$ cat src/rtl/matrix_op_sequencer.sv
// Start/busy/done sequencer: walks N_ELEM (A,B) element pairs in a single-port RAM,
// computes C = A op B and writes each result back through the same port.
module matrix_op_sequencer #(
  parameter int DATA_W   = 8,
  parameter int ADDR_W   = 7,
  parameter int N_ELEM   = 25,
  parameter int BASE_A   = 0,
  parameter int BASE_B   = 25,
  parameter int BASE_C   = 50,
  parameter int RD_LAT   = 1,
  parameter int STEP_DIV = 1
) (
  input  logic              clk,
  input  logic              reset,
  input  logic              start,
  input  logic [1:0]        op,
  output logic              busy,
  output logic              done,
  output logic              overflow,
  output logic [ADDR_W-1:0] ram_addr,
  output logic              ram_wren,
  output logic [DATA_W-1:0] ram_wdata,
  input  logic [DATA_W-1:0] ram_rdata
);

  localparam int PW = (STEP_DIV > 1) ? $clog2(STEP_DIV) : 1;
  localparam int HW = (RD_LAT > 0) ? $clog2(RD_LAT + 1) : 1;
  localparam logic [PW-1:0]     P_LAST = PW'(STEP_DIV - 1);
  localparam logic [HW-1:0]     H_LAST = HW'(RD_LAT);
  localparam logic [ADDR_W-1:0] I_LAST = ADDR_W'(N_ELEM - 1);
  localparam logic [ADDR_W-1:0] A_BASE = ADDR_W'(BASE_A);
  localparam logic [ADDR_W-1:0] B_BASE = ADDR_W'(BASE_B);
  localparam logic [ADDR_W-1:0] C_BASE = ADDR_W'(BASE_C);

  typedef enum logic [2:0] {S_IDLE, S_RD_A, S_RD_B, S_WR, S_DONE} state_t;

  state_t              state_q, state_d;
  logic [PW-1:0]       presc_q, presc_d;
  logic [HW-1:0]       hold_q, hold_d;
  logic [ADDR_W-1:0]   idx_q, idx_d;
  logic [1:0]          op_q, op_d;
  logic [DATA_W-1:0]   opa_q, opa_d;
  logic                busy_q, busy_d, done_q, done_d, ovf_q, ovf_d, wren_q, wren_d;
  logic [ADDR_W-1:0]   addr_q, addr_d;
  logic [DATA_W-1:0]   wdata_q, wdata_d;
  logic                tick, run;
  logic [DATA_W:0]     alu_r;

  // Signed add clamped to the DATA_W range; returns {clamped, value}.
  function automatic logic [DATA_W:0] sat_add(input logic [DATA_W-1:0] a, input logic [DATA_W-1:0] b);
    logic signed [DATA_W:0] s;
    logic        [DATA_W:0] r;
    s = $signed({a[DATA_W-1], a}) + $signed({b[DATA_W-1], b});
    if (s[DATA_W] != s[DATA_W-1])
      r = s[DATA_W] ? {1'b1, 1'b1, {(DATA_W-1){1'b0}}} : {1'b1, 1'b0, {(DATA_W-1){1'b1}}};
    else
      r = {1'b0, s[DATA_W-1:0]};
    return r;
  endfunction

  // Returns {overflow, result}; the extra bit is carry for add and borrow for sub.
  function automatic logic [DATA_W:0] alu(input logic [1:0] f, input logic [DATA_W-1:0] a,
                                          input logic [DATA_W-1:0] b);
    logic [DATA_W:0] r;
    case (f)
      2'b00:   r = {1'b0, a} + {1'b0, b};
      2'b01:   r = {1'b0, a} - {1'b0, b};
      2'b10:   r = sat_add(a, b);
      default: r = {1'b0, a};
    endcase
    return r;
  endfunction

  always_comb begin
    state_d = state_q;
    hold_d  = hold_q;
    idx_d   = idx_q;
    op_d    = op_q;
    opa_d   = opa_q;
    busy_d  = busy_q;
    done_d  = 1'b0;
    ovf_d   = ovf_q;
    addr_d  = addr_q;
    wdata_d = wdata_q;
    tick    = (presc_q == P_LAST);
    run     = (state_q == S_RD_A) || (state_q == S_RD_B) || (state_q == S_WR);
    presc_d = (run && !tick) ? presc_q + PW'(1) : '0;
    alu_r   = alu(op_q, opa_q, ram_rdata);
    case (state_q)
      S_IDLE: if (start) begin
        op_d    = op;
        ovf_d   = 1'b0;
        idx_d   = '0;
        hold_d  = '0;
        busy_d  = 1'b1;
        addr_d  = A_BASE;
        state_d = S_RD_A;
      end
      S_RD_A: if (tick) begin
        if (hold_q == H_LAST) begin
          opa_d   = ram_rdata;
          hold_d  = '0;
          addr_d  = B_BASE + idx_q;
          state_d = S_RD_B;
        end else hold_d = hold_q + HW'(1);
      end
      S_RD_B: if (tick) begin
        if (hold_q == H_LAST) begin
          wdata_d = alu_r[DATA_W-1:0];
          ovf_d   = ovf_q | alu_r[DATA_W];
          hold_d  = '0;
          addr_d  = C_BASE + idx_q;
          state_d = S_WR;
        end else hold_d = hold_q + HW'(1);
      end
      S_WR: if (tick) begin
        if (idx_q == I_LAST) begin
          busy_d  = 1'b0;
          done_d  = 1'b1;
          state_d = S_DONE;
        end else begin
          idx_d   = idx_q + ADDR_W'(1);
          addr_d  = A_BASE + idx_q + ADDR_W'(1);
          state_d = S_RD_A;
        end
      end
      default: state_d = S_IDLE;
    endcase
    // Write strobe lines up with the WR tick cycle only.
    wren_d = (state_d == S_WR) && (presc_d == P_LAST);
  end

  always_ff @(posedge clk) begin
    if (reset) begin
      state_q <= S_IDLE;
      presc_q <= '0;
      hold_q  <= '0;
      idx_q   <= '0;
      busy_q  <= 1'b0;
      done_q  <= 1'b0;
      ovf_q   <= 1'b0;
      addr_q  <= A_BASE;
      wren_q  <= 1'b0;
      wdata_q <= '0;
    end else begin
      state_q <= state_d;
      presc_q <= presc_d;
      hold_q  <= hold_d;
      idx_q   <= idx_d;
      busy_q  <= busy_d;
      done_q  <= done_d;
      ovf_q   <= ovf_d;
      addr_q  <= addr_d;
      wren_q  <= wren_d;
      wdata_q <= wdata_d;
    end
  end

  always_ff @(posedge clk) begin
    op_q  <= op_d;
    opa_q <= opa_d;
  end

  assign busy      = busy_q;
  assign done      = done_q;
  assign overflow  = ovf_q;
  assign ram_addr  = addr_q;
  assign ram_wren  = wren_q;
  assign ram_wdata = wdata_q;

endmodule

$ cat config.mk
export PLATFORM = sky130hd
export DESIGN_NAME = matrix_op_sequencer
export DESIGN_NICKNAME = d
export VERILOG_FILES = /design/src/rtl/matrix_op_sequencer.sv
export SDC_FILE = /design/constraint.sdc
export NUM_CORES = 1
export LEC_CHECK = 0
export CAP_MARGIN = 20
export CORE_ASPECT_RATIO = 1.75
export CORE_UTILIZATION = 57
export CTS_CLUSTER_SIZE = 30
export DETAILED_ROUTE_END_ITERATION = 16
export HOLD_SLACK_MARGIN = 0.02
export PLACE_DENSITY = 0.8
export SLEW_MARGIN = 20
export SYNTH_ARGS = -nofsm -noshare
export SYNTH_HDL_FRONTEND = slang
export SYNTH_SLANG_ARGS = --single-unit
export TNS_END_PERCENT = 5
$ cat constraint.sdc
create_clock -name clk -period 4.06 [get_ports clk]
set_input_delay 1.218 -clock clk [delete_from_list [all_inputs] [get_ports clk]]
set_output_delay 1.218 -clock clk [all_outputs]
set_load 0.01 [all_outputs]
Word level (Yosys, flattened, before mapping):

Cells that the tools add are included.

* flip-flop bits (word level): 41
* input bits: 13
* output and inout port bits: 19
* logic and storage cells: 94

* $add $sub $neg: 8
* eq/ne operators: 17
* multiplexer cells: 33
* bitwise logic cells: 4
* reductions and logical operators: 20

Operators with widths (number)
* $mux 7: 7
* $pmux 7 s4: 1
* $pmux 9 s3: 1
* $mux 3: 7
* $add 8x8->9: 2
* $ne 2x2->1 const B: 8
* $pmux 7 s2: 1
* $pmux 3 s4: 1
* $reduce_and 4->1: 3
* $mux 1: 10
* $eq 3x2->1 const B: 3
* $mux 9: 1
* $reduce_and 3->1: 3
* $sub 8x8->9: 1
* $mux 8: 1
* $reduce_and 8->1: 1
* $add 5x7->7 const A: 1
* $add 6x7->7 const A: 1
* $add 7x1->7 const B: 1
* $eq 7x5->1 const B: 1
* $pmux 1 s2: 3
* $reduce_bool 2->1: 3
* $reduce_bool 4->1: 1
* $eq 3x1->1 const B: 1
* other kinds (14): 19

Longest topological paths before layout:

* depth after elaboration: 8
* mapped depth: 15
* gate-level depth less buffers: 14

Least setup slack after synthesis:

OpenSTA, ideal clock, no wires.

* path kind: input to register
* from: input ram_rdata[0]
* to: register wdata_q[6] (netlist: ram_wdata[6])
* library setup time: 0.134 ns
* data arrival time: 3.358 ns
* data required time: 3.926 ns
* path slack: 0.567 ns
* cell stages on the path: 13
* buffers on the path: 1
* path through: ha_1 -> inv_1 -> fa_1 -> nor2b_1 -> o31a_1 -> o21ai_1 -> nand2_1 -> nand2_1 -> ha_1 -> buf_2 -> or2_2 -> o311ai_1 -> a311oi_1

* cells in the longest elaborated chain, start to end: 4
* elaborated cells on any way between the ends: 7
* classes of those cells: add/sub: 3; eq/ne: 1; mux: 3

RTL lines
* from (decl): RTL line 23 `input logic [DATA_W-1:0] ram_rdata`
* $add 8x8->9: RTL line 53 `s = $signed({a[DATA_W-1], a}) + $signed({b[DATA_W-1], b});`
* $mux 8 or $ne 1x1->1 (tied branches): RTL line 55, 54
* $mux 9: RTL line 54 `if (s[DATA_W] != s[DATA_W-1])`
* $pmux 9 s3 (*): RTL line 65 `case (f)`
* to (signal assigned): RTL line 155 `wdata_q <= wdata_d;`
* to (decl): RTL line 45 `logic [DATA_W-1:0] wdata_q, wdata_d;`

Mark *: on every way between the ends. The rest lies on a longest branch, timed or not.
A chain may end at the register's enable or synchronous reset.

Worst setup path in the final report:

* from: input ram_rdata[0]
* to: register wdata_q[1] (netlist: ram_wdata[1])

The elaborated chain is that of the path after synthesis.

==> flow_summary.json <==
{
  "status": "complete, but fails checks",
  "violations": "DRC",
  "grt_pass1_wl_um": 13000,
  "intPower_uw": 716,
  "peakVddDrop_uv": 193,
  "rsz0062_at_grt": "false",
  "syn_avg_cell_area_um2": 8.36,
  "grt_overflow": 0,
  "mostFrequentLayoutCells": "nor2_1 (40), dfxtp_1 (31), clkdlybuf4s50_1 (30), buf_4 (28), a21oi_1 (25)",
  "netlist_area_um2": 3050,
  "antenna_left": 0,
  "synthAdderAreaFrac_pct": 10.3,
  "antenna_found_initial": 0,
  "htree_levels": 2,
  "fp.dieArea_um2": 5660,
  "crit_slowest_cell": "clkdlybuf4s50_1",
  "synth.area.mux_share_pct": 2.99,
  "clockRootBuffer": "clkbuf_8",
  "clk_path_buf_depth": 2,
  "switching_share_pct": 28.7,
  "arrival_ps": 4030,
  "slowest_delay_ps": 480,
  "grt_usage_pct": 29.2,
  "clock_latency_ps": 300,
  "drt-wirelength-per-cell_um": 16.6,
  "synth_ff_type": "dfxtp_1",
  "via_per_inst": 6.21,
  "postCtsHoldBufs": 0,
  "grt_pass1_vias": 2872,
  "rows": 34,
  "area.growth.synth_to_final_pct": 20.6,
  "core_um2": 5060,
  "whs_ps": 454,
  "routed_wl_um": 7730,
  "yosys.area_share.simple_pct": 23.0,
  "layout-drive-gt1-share_pct": 14.1,
  "drt-pass1-iter-count": 13,
  "clkTransAtPathRegs_ps": 80,
  "drc": 3,
  "grt_max_degree": 31,
  "place_inst": 457,
  "clock-sinks": 41,
  "synth_seq_area_share_pct": 30.2,
  "initial_core_util_pct": 60.3,
  "diodes": 0,
  "syn_inst": 365,
  "cellPowerDensity_nw_per_um2": 273,
  "cp_top_family": "adder cells",
  "hpwl_um": 6010,
  "finalMaxSlewViolations": 0,
  "num-nets-final": 448,
  "endpoint_kind": "flop",
  "critPathBufInv": 3,
  "final_common_cell": "nor2_1",
  "min_period_ps": 3830,
  "required_ps": 4260,
  "drt_iter0_markers": 160,
  "fin_cells": 466,
  "crit_type": "input pin to flop",
  "fin_crit_sh_pct": 94.3,
  "die_w_um": 57.3,
  "synth-edff-count": 10,
  "max-slew-margin-rel_pct": 62.8,
  "fmax_mhz": 261,
  "finalSetupViolCount": 0,
  "p_leak_nw": 1.45,
  "async_flop_share_pct": 0,
  "finClkSkew_ps": 2.46,
  "synth_compound_area_share_pct": 24.1,
  "critPathLaunchType": "input pin",
  "min_path_type": "flop to flop",
  "finalHoldViolCount": 0,
  "cp_common_cell": "nand2_1",
  "ys_types": 66,
  "p_comb_share_pct": 24.7,
  "p_clk_share_pct": 32.4,
  "cts_tree": "built",
  "fillers": 402,
  "p_switching_uw": 289,
  "tightest_slew_ps": 558,
  "synth_top_family_by_area": "compound AO/OA/AOI/OAI gates",
  "synth_xor_area_share_pct": 4.59,
  "num_vias": 2896,
  "ys_warn_count": 0,
  "place_congestion": 0.919,
  "cts_made_buffers": 5,
  "p_seq_share_pct": 42.9,
  "io_buffers": 31,
  "crit_fanout": 6,
  "cp_cell_sequence": "clkdlybuf4s50_1, ha_1, inv_1, fa_1, nor2b_2, o31a_1, o21ai_1, nand2_1, nand2_1, ha_4, nand2_1, a21oi_1, buf_4, o21ai_0, a311oi_1",
  "die_h_um": 98.8,
  "syn-num-nets": 402,
  "pin_count": 32,
  "ys_ff_latch": 41,
  "max-cap-violations": 0
}
==> power by group through the flow <==
| stage | clock network, mW | logic [mW] | registers [mW] |
|---|---|---|---|
| 4_1_cts | 0.334 | 0.240 | 0.431 |
| 5_1_grt | 0.350 | 0.273 | 0.432 |
| 3_5_place_dp | 0 | 0.238 | 0.440 |
| 2_1_floorplan | 0 | 0.158 | 0.437 |
| 6_report | 0.326 | 0.248 | 0.431 |
| 3_3_place_gp | 0 | 0.231 | 0.441 |
==> cells in the mapped netlist (3+ instances only) <==
master | count | area (µm²)
nand3b_1 | 4 | 30.0
nor2b_1 | 8 | 50.1
nor3b_1 | 7 | 52.6
nand2b_1 | 8 | 50.1
dfxtp_1 | 31 | 621
nor4_1 | 4 | 25.0
a21o_1 | 6 | 45.0
o31a_1 | 3 | 26.3
buf_2 | 7 | 35.0
nand3_1 | 4 | 20.0
a31oi_1 | 10 | 62.6
a22oi_1 | 5 | 37.5
clkbuf_1 | 10 | 37.5
mux2i_1 | 8 | 80.1
nor3_1 | 8 | 40.0
nor2_2 | 3 | 18.8
a311oi_1 | 8 | 70.1
a21oi_1 | 26 | 130
inv_1 | 13 | 48.8
edfxtp_1 | 10 | 300
or3_1 | 3 | 18.8
xnor2_1 | 10 | 87.6
ha_1 | 22 | 275
a211oi_1 | 6 | 45.0
o21a_1 | 4 | 30.0
nand2_1 | 20 | 75.1
xor2_1 | 6 | 52.6
nor2_1 | 40 | 150
or2_2 | 3 | 18.8
and3_1 | 5 | 31.3
o21ai_1 | 12 | 60.1
o21ai_0 | 11 | 55.1
==> cells by family after synthesis <==
group | Yosys count
AOI/OAI and AO/OA | 110
xor gates and xnor gates | 16
adders and majority gates | 24
buffers and inverters | 33
DFF | 41
muxes | 9
other | 1
and+or+nand+nor | 131
==> cell type report <==
| cell class | count | area (µm²) | share of cell area [%] |
|---|---|---|---|
| clock buffers | 7 | 108 | 2.92 |
| flip-flops and latches | 41 | 921 | 25.0 |
| inverters | 13 | 48.8 | 1.33 |
| well taps | 54 | 67.6 | 1.84 |
| repair buffers | 59 | 515 | 14.0 |
| multi-input cells | 291 | 2010 | 54.7 |
| clock inverters | 1 | 6.26 | 0.170 |
==> metrics by stage <==
| stage | util, % | area (µm²) | power (mW) | setup TNS [ps] | setup WS, ps |
|---|---|---|---|---|---|
| after floorplan | - | 3050 | 0.594 | 0 | 567 |
| after global placement | 69.9 | 3540 | 0.671 | -42.6 | -23.9 |
| after detailed placement | 69.9 | 3540 | 0.679 | -907 | -202 |
| after CTS | 72.2 | 3650 | 1.01 | 0 | 115 |
| after global routing | 72.7 | 3680 | 1.06 | 0 | 25.5 |
| final | 72.7 | 3680 | 1.01 | 0 | 231 |
==> path summary, 6_finish.rpt <==
kind                     start      endpoint  slack (ps)  depth (start not counted)
hold reg to reg    ram_addr[1]   ram_addr[1]         450                          2
hold / removal     ram_addr[1]   ram_addr[1]         450                          2
setup reg to reg      opa_q[2]  ram_wdata[6]        1190                         12
setup / recovery  ram_rdata[0]  ram_wdata[1]         230                         15
==> repair_timing <==
| action | 4_1_cts | 5_1_grt |
|---|---|---|
| endpoints found under the setup margin | 0 | 6 |
| gates resized for setup | 0 | 5 |
| buffers inserted | 0 | 1 |
==> layer usage <==
metal  share of wire, %  GRT usage [%]
met4                3.9           15.6
met5                  0              0
met3                2.8           3.41
met2                 56           55.7
met1                 37           29.8
==> registers in the layout, summed over array words and instances (netlist names) <==
signal,count
state_q,3
ram_wren,1
hold_q,1
busy,1
ram_addr,7
ram_wdata,8
idx_q,7
presc_q,1
op_q,2
done,1
overflow,1
opa_q,8
==> worst min-delay path: stages, from the launching register on <==
cell and delay, ps:
dfxtp_1 310, nand2_1 50, a21oi_1 50
Note: power is estimated with default switching activity, not from simulation.
